<file path="config.mk">
export PLATFORM = sky130hd
export DESIGN_NAME = except_commit
export DESIGN_NICKNAME = d
export VERILOG_FILES = /design/src/rtl/except_commit.sv
export SDC_FILE = /design/constraint.sdc
export NUM_CORES = 1
export LEC_CHECK = 0
export CAP_MARGIN = 20
export CORE_MARGIN = 4
export CORE_UTILIZATION = 38
export CTS_CLUSTER_SIZE = 10
export DETAILED_ROUTE_END_ITERATION = 10
export PLACE_DENSITY = 0.76
export SYNTH_ARGS = -nofsm -noshare
export SYNTH_HDL_FRONTEND = slang
export SYNTH_SLANG_ARGS = --single-unit
</file>
<file path="constraint.sdc">
create_clock -name clk -period 2.05 [get_ports clk]
set_input_delay 0.205 -clock clk [delete_from_list [all_inputs] [get_ports clk]]
set_output_delay 0.205 -clock clk [all_outputs]
set_load 0.02 [all_outputs]
</file>
<file path="src/rtl/except_commit.sv">
// -----------------------------------------------------------------------------
// except_commit
//
// MEM-stage exception commit unit. Holds the instruction's exception vector,
// PC, delay-slot flag and data address in a stage register. It merges in
// pending hardware interrupts and selects the highest-priority cause. A
// detected exception or ERET produces a single registered commit. The pipeline
// flush is then held for FLUSH_CYCLES cycles, and new_pc_o is held stable
// while the flush is active.
//
// Optional feature: define EXCEPT_COMMIT_INT_SYNC_EN to pass hw_int_i through
// a SYNC_STAGES-deep synchroniser. When it is undefined, ip_hw_o mirrors
// hw_int_i combinationally.
//
// Ports
//   clk, resetn            clock (rising edge), asynchronous active-low reset
//   stall_i, flush_i       hold / squash of the stage register
//   in_valid_i             incoming instruction valid
//   excepttype_i           exception bit vector from decode
//   pc_i, delay_slot_i     instruction PC and branch-delay-slot flag
//   mem_addr_i             data address reported for AdEL/AdES
//   hw_int_i               raw hardware interrupt lines
//   cp0_status_i/cause_i/epc_i  current CP0 register values
//   exc_valid_o            one-cycle exception commit pulse
//   exc_code_o, exc_epc_o, exc_bd_o   ExcCode, EPC and Cause.BD to write
//   badvaddr_we_o, badvaddr_o         BadVAddr write
//   eret_o                 one-cycle ERET commit pulse
//   flush_o, new_pc_o      pipeline flush and redirect PC
//   ip_hw_o                interrupt lines feeding Cause.IP[7:2]
// -----------------------------------------------------------------------------
module except_commit #(
   parameter logic [31:0] EXC_VECTOR   = 32'hBFC00380,
   parameter int          FLUSH_CYCLES = 2,
   parameter int          SYNC_STAGES  = 2
) (
   input  logic        clk,
   input  logic        resetn,
   input  logic        stall_i,
   input  logic        flush_i,
   input  logic        in_valid_i,
   input  logic [31:0] excepttype_i,
   input  logic [31:0] pc_i,
   input  logic        delay_slot_i,
   input  logic [31:0] mem_addr_i,
   input  logic [5:0]  hw_int_i,
   input  logic [31:0] cp0_status_i,
   input  logic [31:0] cp0_cause_i,
   input  logic [31:0] cp0_epc_i,
   output logic        exc_valid_o,
   output logic [4:0]  exc_code_o,
   output logic [31:0] exc_epc_o,
   output logic        exc_bd_o,
   output logic        badvaddr_we_o,
   output logic [31:0] badvaddr_o,
   output logic        eret_o,
   output logic        flush_o,
   output logic [31:0] new_pc_o,
   output logic [5:0]  ip_hw_o
);

   // Bit positions inside the decode exception vector.
   localparam int bit_int  = 0;
   localparam int bit_adel = 4;
   localparam int bit_ades = 5;
   localparam int bit_sys  = 8;
   localparam int bit_bp   = 9;
   localparam int bit_ri   = 10;
   localparam int bit_ov   = 12;
   localparam int bit_eret = 31;

   localparam int CNT_W = (FLUSH_CYCLES > 1) ? $clog2(FLUSH_CYCLES) : 1;

   typedef enum logic {ST_IDLE, ST_FLUSH} state_t;

   state_t             state, state_next;
   logic [CNT_W-1:0]   cnt, cnt_next;

   logic               stg_valid;
   logic [31:0]        stg_type;
   logic [31:0]        stg_pc;
   logic               stg_bd;
   logic [31:0]        stg_addr;

   logic               int_pending;
   logic               c_int;
   logic               has_exc;
   logic               take;
   logic [4:0]         code_sel;
   logic               badv_sel;
   logic [31:0]        epc_val;
   logic [31:0]        badv_val;

   // Only a subset of the vector and CP0 bits is consumed here.
   logic               unused_bits;
   assign unused_bits = ^{stg_type, cp0_status_i[31:16], cp0_status_i[7:2],
                          cp0_cause_i[31:10], cp0_cause_i[7:0]};

   // ---------------------------------------------------------------- interrupts
`ifdef EXCEPT_COMMIT_INT_SYNC_EN
   logic [SYNC_STAGES-1:0][5:0] sync_reg;

   always_ff @(posedge clk or negedge resetn) begin
      if (!resetn) sync_reg <= '0;
      else         sync_reg <= {sync_reg[SYNC_STAGES-2:0], hw_int_i};
   end

   assign ip_hw_o = sync_reg[SYNC_STAGES-1];
`else
   assign ip_hw_o = hw_int_i;
`endif

   assign int_pending = cp0_status_i[0] & ~cp0_status_i[1] &
                        (|({ip_hw_o, cp0_cause_i[9:8]} & cp0_status_i[15:8]));

   // -------------------------------------------------------------- stage register
   always_ff @(posedge clk or negedge resetn) begin
      if (!resetn) begin
         stg_valid <= 1'b0;
         stg_type  <= '0;
         stg_pc    <= '0;
         stg_bd    <= 1'b0;
         stg_addr  <= '0;
      end else if (flush_i || state == ST_FLUSH) begin
         stg_valid <= 1'b0;
      end else if (!stall_i) begin
         stg_valid <= in_valid_i;
         stg_type  <= excepttype_i;
         stg_pc    <= pc_i;
         stg_bd    <= delay_slot_i;
         stg_addr  <= mem_addr_i;
      end
   end

   // ------------------------------------------------------------ cause selection
   assign c_int    = int_pending | stg_type[bit_int];
   assign has_exc  = c_int | stg_type[bit_adel] | stg_type[bit_ri] | stg_type[bit_ov] |
                     stg_type[bit_sys] | stg_type[bit_bp] | stg_type[bit_ades];
   assign epc_val  = stg_bd ? (stg_pc - 32'd4) : stg_pc;
   // A misaligned PC is the faulting address (fetch side), otherwise the data address.
   assign badv_val = (stg_pc[1:0] != 2'b00) ? stg_pc : stg_addr;

   always_comb begin
      code_sel = 5'd0;
      badv_sel = 1'b0;
      if (c_int)                   code_sel = 5'd0;
      else if (stg_type[bit_adel]) begin code_sel = 5'd4; badv_sel = 1'b1; end
      else if (stg_type[bit_ri])   code_sel = 5'd10;
      else if (stg_type[bit_ov])   code_sel = 5'd12;
      else if (stg_type[bit_sys])  code_sel = 5'd8;
      else if (stg_type[bit_bp])   code_sel = 5'd9;
      else if (stg_type[bit_ades]) begin code_sel = 5'd5; badv_sel = 1'b1; end
   end

   // ------------------------------------------------------------------------ FSM
   always_ff @(posedge clk or negedge resetn) begin
      if (!resetn) begin
         state <= ST_IDLE;
         cnt   <= '0;
      end else begin
         state <= state_next;
         cnt   <= cnt_next;
      end
   end

   always_comb begin
      state_next = state;
      cnt_next   = cnt;
      take       = 1'b0;
      case (state)
         ST_IDLE: begin
            take = stg_valid & ~stall_i & ~flush_i & (has_exc | stg_type[bit_eret]);
            if (take) begin
               state_next = ST_FLUSH;
               cnt_next   = CNT_W'(FLUSH_CYCLES - 1);
            end
         end
         ST_FLUSH: begin
            if (cnt == '0) state_next = ST_IDLE;
            else           cnt_next   = cnt - CNT_W'(1);
         end
         default: state_next = ST_IDLE;
      endcase
   end

   assign flush_o = (state == ST_FLUSH);

   // -------------------------------------------------------------- commit outputs
   always_ff @(posedge clk or negedge resetn) begin
      if (!resetn) begin
         exc_valid_o   <= 1'b0;
         exc_code_o    <= '0;
         exc_epc_o     <= '0;
         exc_bd_o      <= 1'b0;
         badvaddr_we_o <= 1'b0;
         badvaddr_o    <= '0;
         eret_o        <= 1'b0;
         new_pc_o      <= '0;
      end else begin
         exc_valid_o   <= take & has_exc;
         eret_o        <= take & ~has_exc;
         exc_code_o    <= (take & has_exc) ? code_sel : 5'd0;
         exc_epc_o     <= (take & has_exc) ? epc_val : 32'd0;
         exc_bd_o      <= take & has_exc & stg_bd;
         badvaddr_we_o <= take & has_exc & badv_sel;
         badvaddr_o    <= (take & has_exc & badv_sel) ? badv_val : 32'd0;
         // Redirect PC is held for the whole flush window and cleared when it ends.
         if (take)
            new_pc_o <= has_exc ? EXC_VECTOR : cp0_epc_i;
         else if (state == ST_FLUSH && state_next == ST_IDLE)
            new_pc_o <= '0;
      end
   end

endmodule

</file>
; ---- After elaboration in Yosys (flattened, before gate mapping)
; Cells that the tools add are included.
[totals]
ff_bits = 205
ram_bits = 0
mem_count = 0
mem_bits_ro = 0
latch_bits = 0
elab_cells = 81
[op_classes]
n_mul = 0
eq_ne = 2
n_shift = 0
reduce_logical = 6
div_mod_pow = 0
muxes = 31
add_sub_neg = 2
bitwise_logic = 25
n_lt_le_gt_ge = 0
[ops]
columns = operator, count
row1 = 32-bit two-way mux, 7
row2 = "32-bit by 3-bit subtractor with 32-bit output, second input constant", 1
row3 = 4-bit two-way mux, 6
row4 = 1-bit two-way mux, 14
row5 = 1-bit bitwise AND, 9
row6 = 8-bit bitwise AND, 1
row7 = 1-bit bitwise OR, 8
row8 = 8-bit OR reduction, 1
row9 = 1-bit inverter, 7
row10 = 5-bit two-way mux, 1
row11 = 1-bit case mux with 2 select lines, 2
row12 = 2-bit nonzero test, 2
row13 = 3-bit two-way mux, 1
row14 = "2-bit by 1-bit != test with 1-bit output, second input constant", 1
row15 = "2-bit != test, second input constant", 1
row16 = 2-bit AND reduction, 1
row17 = 1-bit logical AND, 1
row18 = 1-bit logical OR, 1
row19 = "1-bit subtractor, second input constant", 1

; ---- Depth between registers and ports, before layout
[depth]
depth_word = 18
ltp_mapped = 8

; ---- Worst setup path after synthesis
; Ideal clock, no wire load.
[synth_timing]
path_kind = reg2reg
startpoint = reg state (netlist: flush_o)
endpoint = reg stg_pc[17]
path_slack_ps = 54
arrival_ps = 1872
stages_incl_launch_ff = 5
setup_time_ps = 125
path_buffers = 2
period_less_slack_ps = 1996
path_cell_list = dfrtp_1 -> nor3_1 -> clkbuf_1 -> buf_2 -> mux2_2
[synth_between]
elab_chain_len = 3
[synth_rtl]
columns = element, line_no
row1 = from (decl), 75  ; state_t state, state_next;
row2 = from (signal assigned), 160  ; state <= state_next;
row3 = 1-bit logical OR, 123  ; end else if (flush_i || state == ST_FLUSH) begin
row4 = 1-bit inverter (no source line), n/a
row5 = 2-bit AND reduction (no source line), n/a
row6 = to (signal assigned), 128  ; stg_pc <= pc_i;
row7 = to (decl), 80  ; logic [31:0] stg_pc;
; No other way between the ends.
; A chain may end at the register's enable or synchronous reset.

; ---- Worst setup path after layout
[layout_timing]
startpoint = reg stg_pc[20]
endpoint = reg exc_epc_o[26]
[layout_between]
elab_chain_len = 3
[layout_rtl]
columns = element, line_no
row1 = 32-bit by 3-bit subtractor with 32-bit output, 138  ; assign epc_val = stg_bd ? (stg_pc - 32'd4) : stg_pc;
row2 = 32-bit two-way mux, 138
row3 = 32-bit two-way mux, 202  ; exc_epc_o <= (take & has_exc) ? epc_val : 32'd0;
row4 = to (signal assigned), 202
row5 = to (decl), 51  ; output logic [31:0] exc_epc_o,
; No other way between the ends.

==> qor.yml <==
fillers: 1540
pwr-share-comb_pct: 20.0
crit_path_end_kind: "flop"
viasPerCell: 4.89
design_area_um2: 11000
syn_to_final_growth_pct: 50.2
vias: 5589
finalHoldViolCount: 0
antenna_found_initial: 2
ys_warn_count: 0
failed_checks: "negative setup slack"
cp_max_fo: 7
sequentialPowerShare_pct: 45.4
syn_nets: 816
regArea_um2: 4500
cts.sinks: 180
clockPowerShare_pct: 34.6
ys.flop_type: "dfrtp_1"
worstPathRequired_ps: 2370
worst-setup-path-type: "flop to flop"
worstHoldPathType: "primary input to asynchronous set/reset pin"
p_leak_nw: 4.69
dr.pass1.iters: 4
io_pins: 316
power.density_nw_per_um2: 848
multi_input_area_um2: 2660
cts_root_buf: "clkbuf_16"
ant_nets: 0
setup_slack_ps: -57.0
fmax_ghz: 0.475
netlist_area_um2: 7310
m1WireLength_mm: 8.17
top_layer: "met5"
yosysTopAreaCellShare_pct: 61.6
gp_congestion: 0.766
cts_made_buffers: 17
grt_pass1_vias: 5837
skew_ps: 11.8
fp.dieW_um: 147
cts_tree: "done"
antenna_cells: 0
grt_usage_pct: 18.4
place_area_um2: 10300
ys_async_sr_fraction_pct: 100
cp.arrival_ps: 2420
h-tree-depth: 4
die_h_um: 147
p_int_mw: 6.84
dieArea_um2: 21500
maxCapViolations: 0
postSynthCellCount: 611
synth_area_per_cell_um2: 12.0
netlist_top_cells_area: "dfrtp_1 (62%), mux2_2 (10%), nand2_1 (4.5%), a21oi_1 (3.3%), xnor2_1 (3.0%)"
grt_pass1_wl_mm: 31.4
outcome: "finished, violations left"
routed_wirelength_mm: 19.7
ys_types: 43
rsz0062_at_grt: "true"
ir_drop_v: 0.000589
io_buffers: 238
cts_buffer_depth: 2
initial_utilization_pct: 38.8
swShare_pct: 26.5
met3_length_mm: 1.54
grt_start_max_net_pins: 50
slew_viol_final: 0
dp_hpwl_mm: 14.3
yosysTopAreaCell: "dfrtp_1"
clk_latency_ps: 420
clkTransAtPathRegs_ps: 70
core_area_um2: 18800
globalRoute.totalOverflow: 0
rows: 50
drc: 0
startpoint_type: "flop"
finalCriticalPeriod_ps: 2110
ys_seq_elements: 180
finalCritPeriodShare_pct: 103
met2_length_mm: 9.74
post-cts-setup-buffers: 0
drive_gt1_share_pct: 20.2
final_util_pct: 58.3
drt_iter0_drc: 207
synth_edf_count: 0
setup_viol: 8
whs_ps: 298
wl_per_cell_um: 17.3
power.switching_mw: 2.46
finalNetCount: 1078
seq_area_frac_synth_pct: 61.6
## final timing paths
path	startpoint	slack, ps	cells after the start	to
max	stg_pc[20]	-60	6	exc_epc_o[26]
min	resetn	300	2	new_pc_o[10]
max reg2reg	stg_pc[20]	-60	6	exc_epc_o[26]
min reg2reg	cnt	490	2	flush_o
max in group asynchronous	resetn	1080	3	badvaddr_o[25]
min in group clk	pc_i[2]	350	3	stg_pc[2]
## flip-flops by register name, indices dropped and copies added, names as in the netlist
name	flops
badvaddr_we_o	1
cnt	1
eret_o	1
stg_valid	1
exc_code_o	4
new_pc_o	32
flush_o	1
exc_valid_o	1
stg_type	8
exc_epc_o	32
stg_pc	32
badvaddr_o	32
stg_addr	32
stg_bd	1
exc_bd_o	1
## power groups by stage
stage	Combinational [mW]	Sequential, mW	Clock, mW
after floorplan	0.741	4.41	0
after global placement	1.82	4.26	0
after CTS	1.88	4.22	3.30
final	1.86	4.22	3.22
after global routing	2.02	4.28	3.44
after detailed placement	1.86	4.28	0
## placed cells by master, fill, tap and decap left out, types with 4 or more instances in the layout
cell type	count
clkdlybuf4s50_1	237
dfrtp_1	180
nand2_1	87
mux2_2	68
a21oi_1	48
nor2_1	37
buf_4	37
xnor2_1	24
nor3_1	21
a22o_1	20
clkbuf_16	17
buf_12	10
nor2_2	7
inv_1	6
nor4_4	6
o21ai_0	6
or3_1	5
nor4_2	5
clkbuf_8	5
a22oi_1	4
nor4_1	4
## cell families (layout without fill, tap and decap cells)
| logic type | count (synthesis) | count (layout) | synth area share, % |
|---|---|---|---|
| xor gates and xnor gates | 28 | 28 | 3.36 |
| muxes | 69 | 69 | 10.6 |
| buffers and inverters | 51 | 324 | 3.29 |
| adders and majority gates | 1 | 1 | 0.171 |
| and+or+nand+nor | 199 | 199 | 13.7 |
| DFF | 180 | 180 | 61.6 |
| other | 1 | 1 | 0.0513 |
| AOI/OAI and AO/OA | 82 | 82 | 7.21 |
## critical path: stages (launching register included)
cell	delay, ps
dfrtp_1	390
or4_4	550
or3_4	390
buf_12	170
nor4_4	300
xnor2_2	160
nor2_2	40
## metal layers
metal	global-route usage, %	up-vias
met4	4.84	4
met2	30.7	187
met3	6.85	24
met1	22.5	2763
met5	0	-
li1	-	2611
## layout make-up
cell class	instances	area share, %
Tap cell	260	2.96
Multi-Input combinational cell	380	24.2
Clock inverter	8	0.923
Clock buffer	22	4.41
Sequential cell	180	41.0
Inverter	8	0.274
Timing Repair Buffer	286	26.2
## cell usage after synthesis, drive strengths merged, types with 8 or more instances
cell,n
a21oi,48
a22o,20
buf,20
clkbuf,23
dfrtp,180
inv,8
mux2,68
nand2,88
nor2,44
nor3,23
nor4,15
xnor2,25
## repair_timing
item / CTS / global route
pin swaps: 6 / 4
resized for setup: 6 / 6
hold buffers: 1 / 0
endpoints found under the setup margin: 9 / 30
hold endpoints to repair: 39 / 0
cloned: 0 / 0
## through the flow
stage / cells / setup TNS [ps] / power [mW] / setup WS (ps)
3_5_place_dp: 1113 / -9550 / 6.14 / -174
4_1_cts: 1144 / -226 / 9.39 / -36.6
6_report: 1144 / -280 / 9.30 / -57.0
3_3_place_gp: 1113 / -6400 / 6.08 / -129
5_1_grt: 1144 / -700 / 9.74 / -102
2_1_floorplan: 611 / 0 / 5.15 / 53.6
Power figures use the tool's default switching activity.
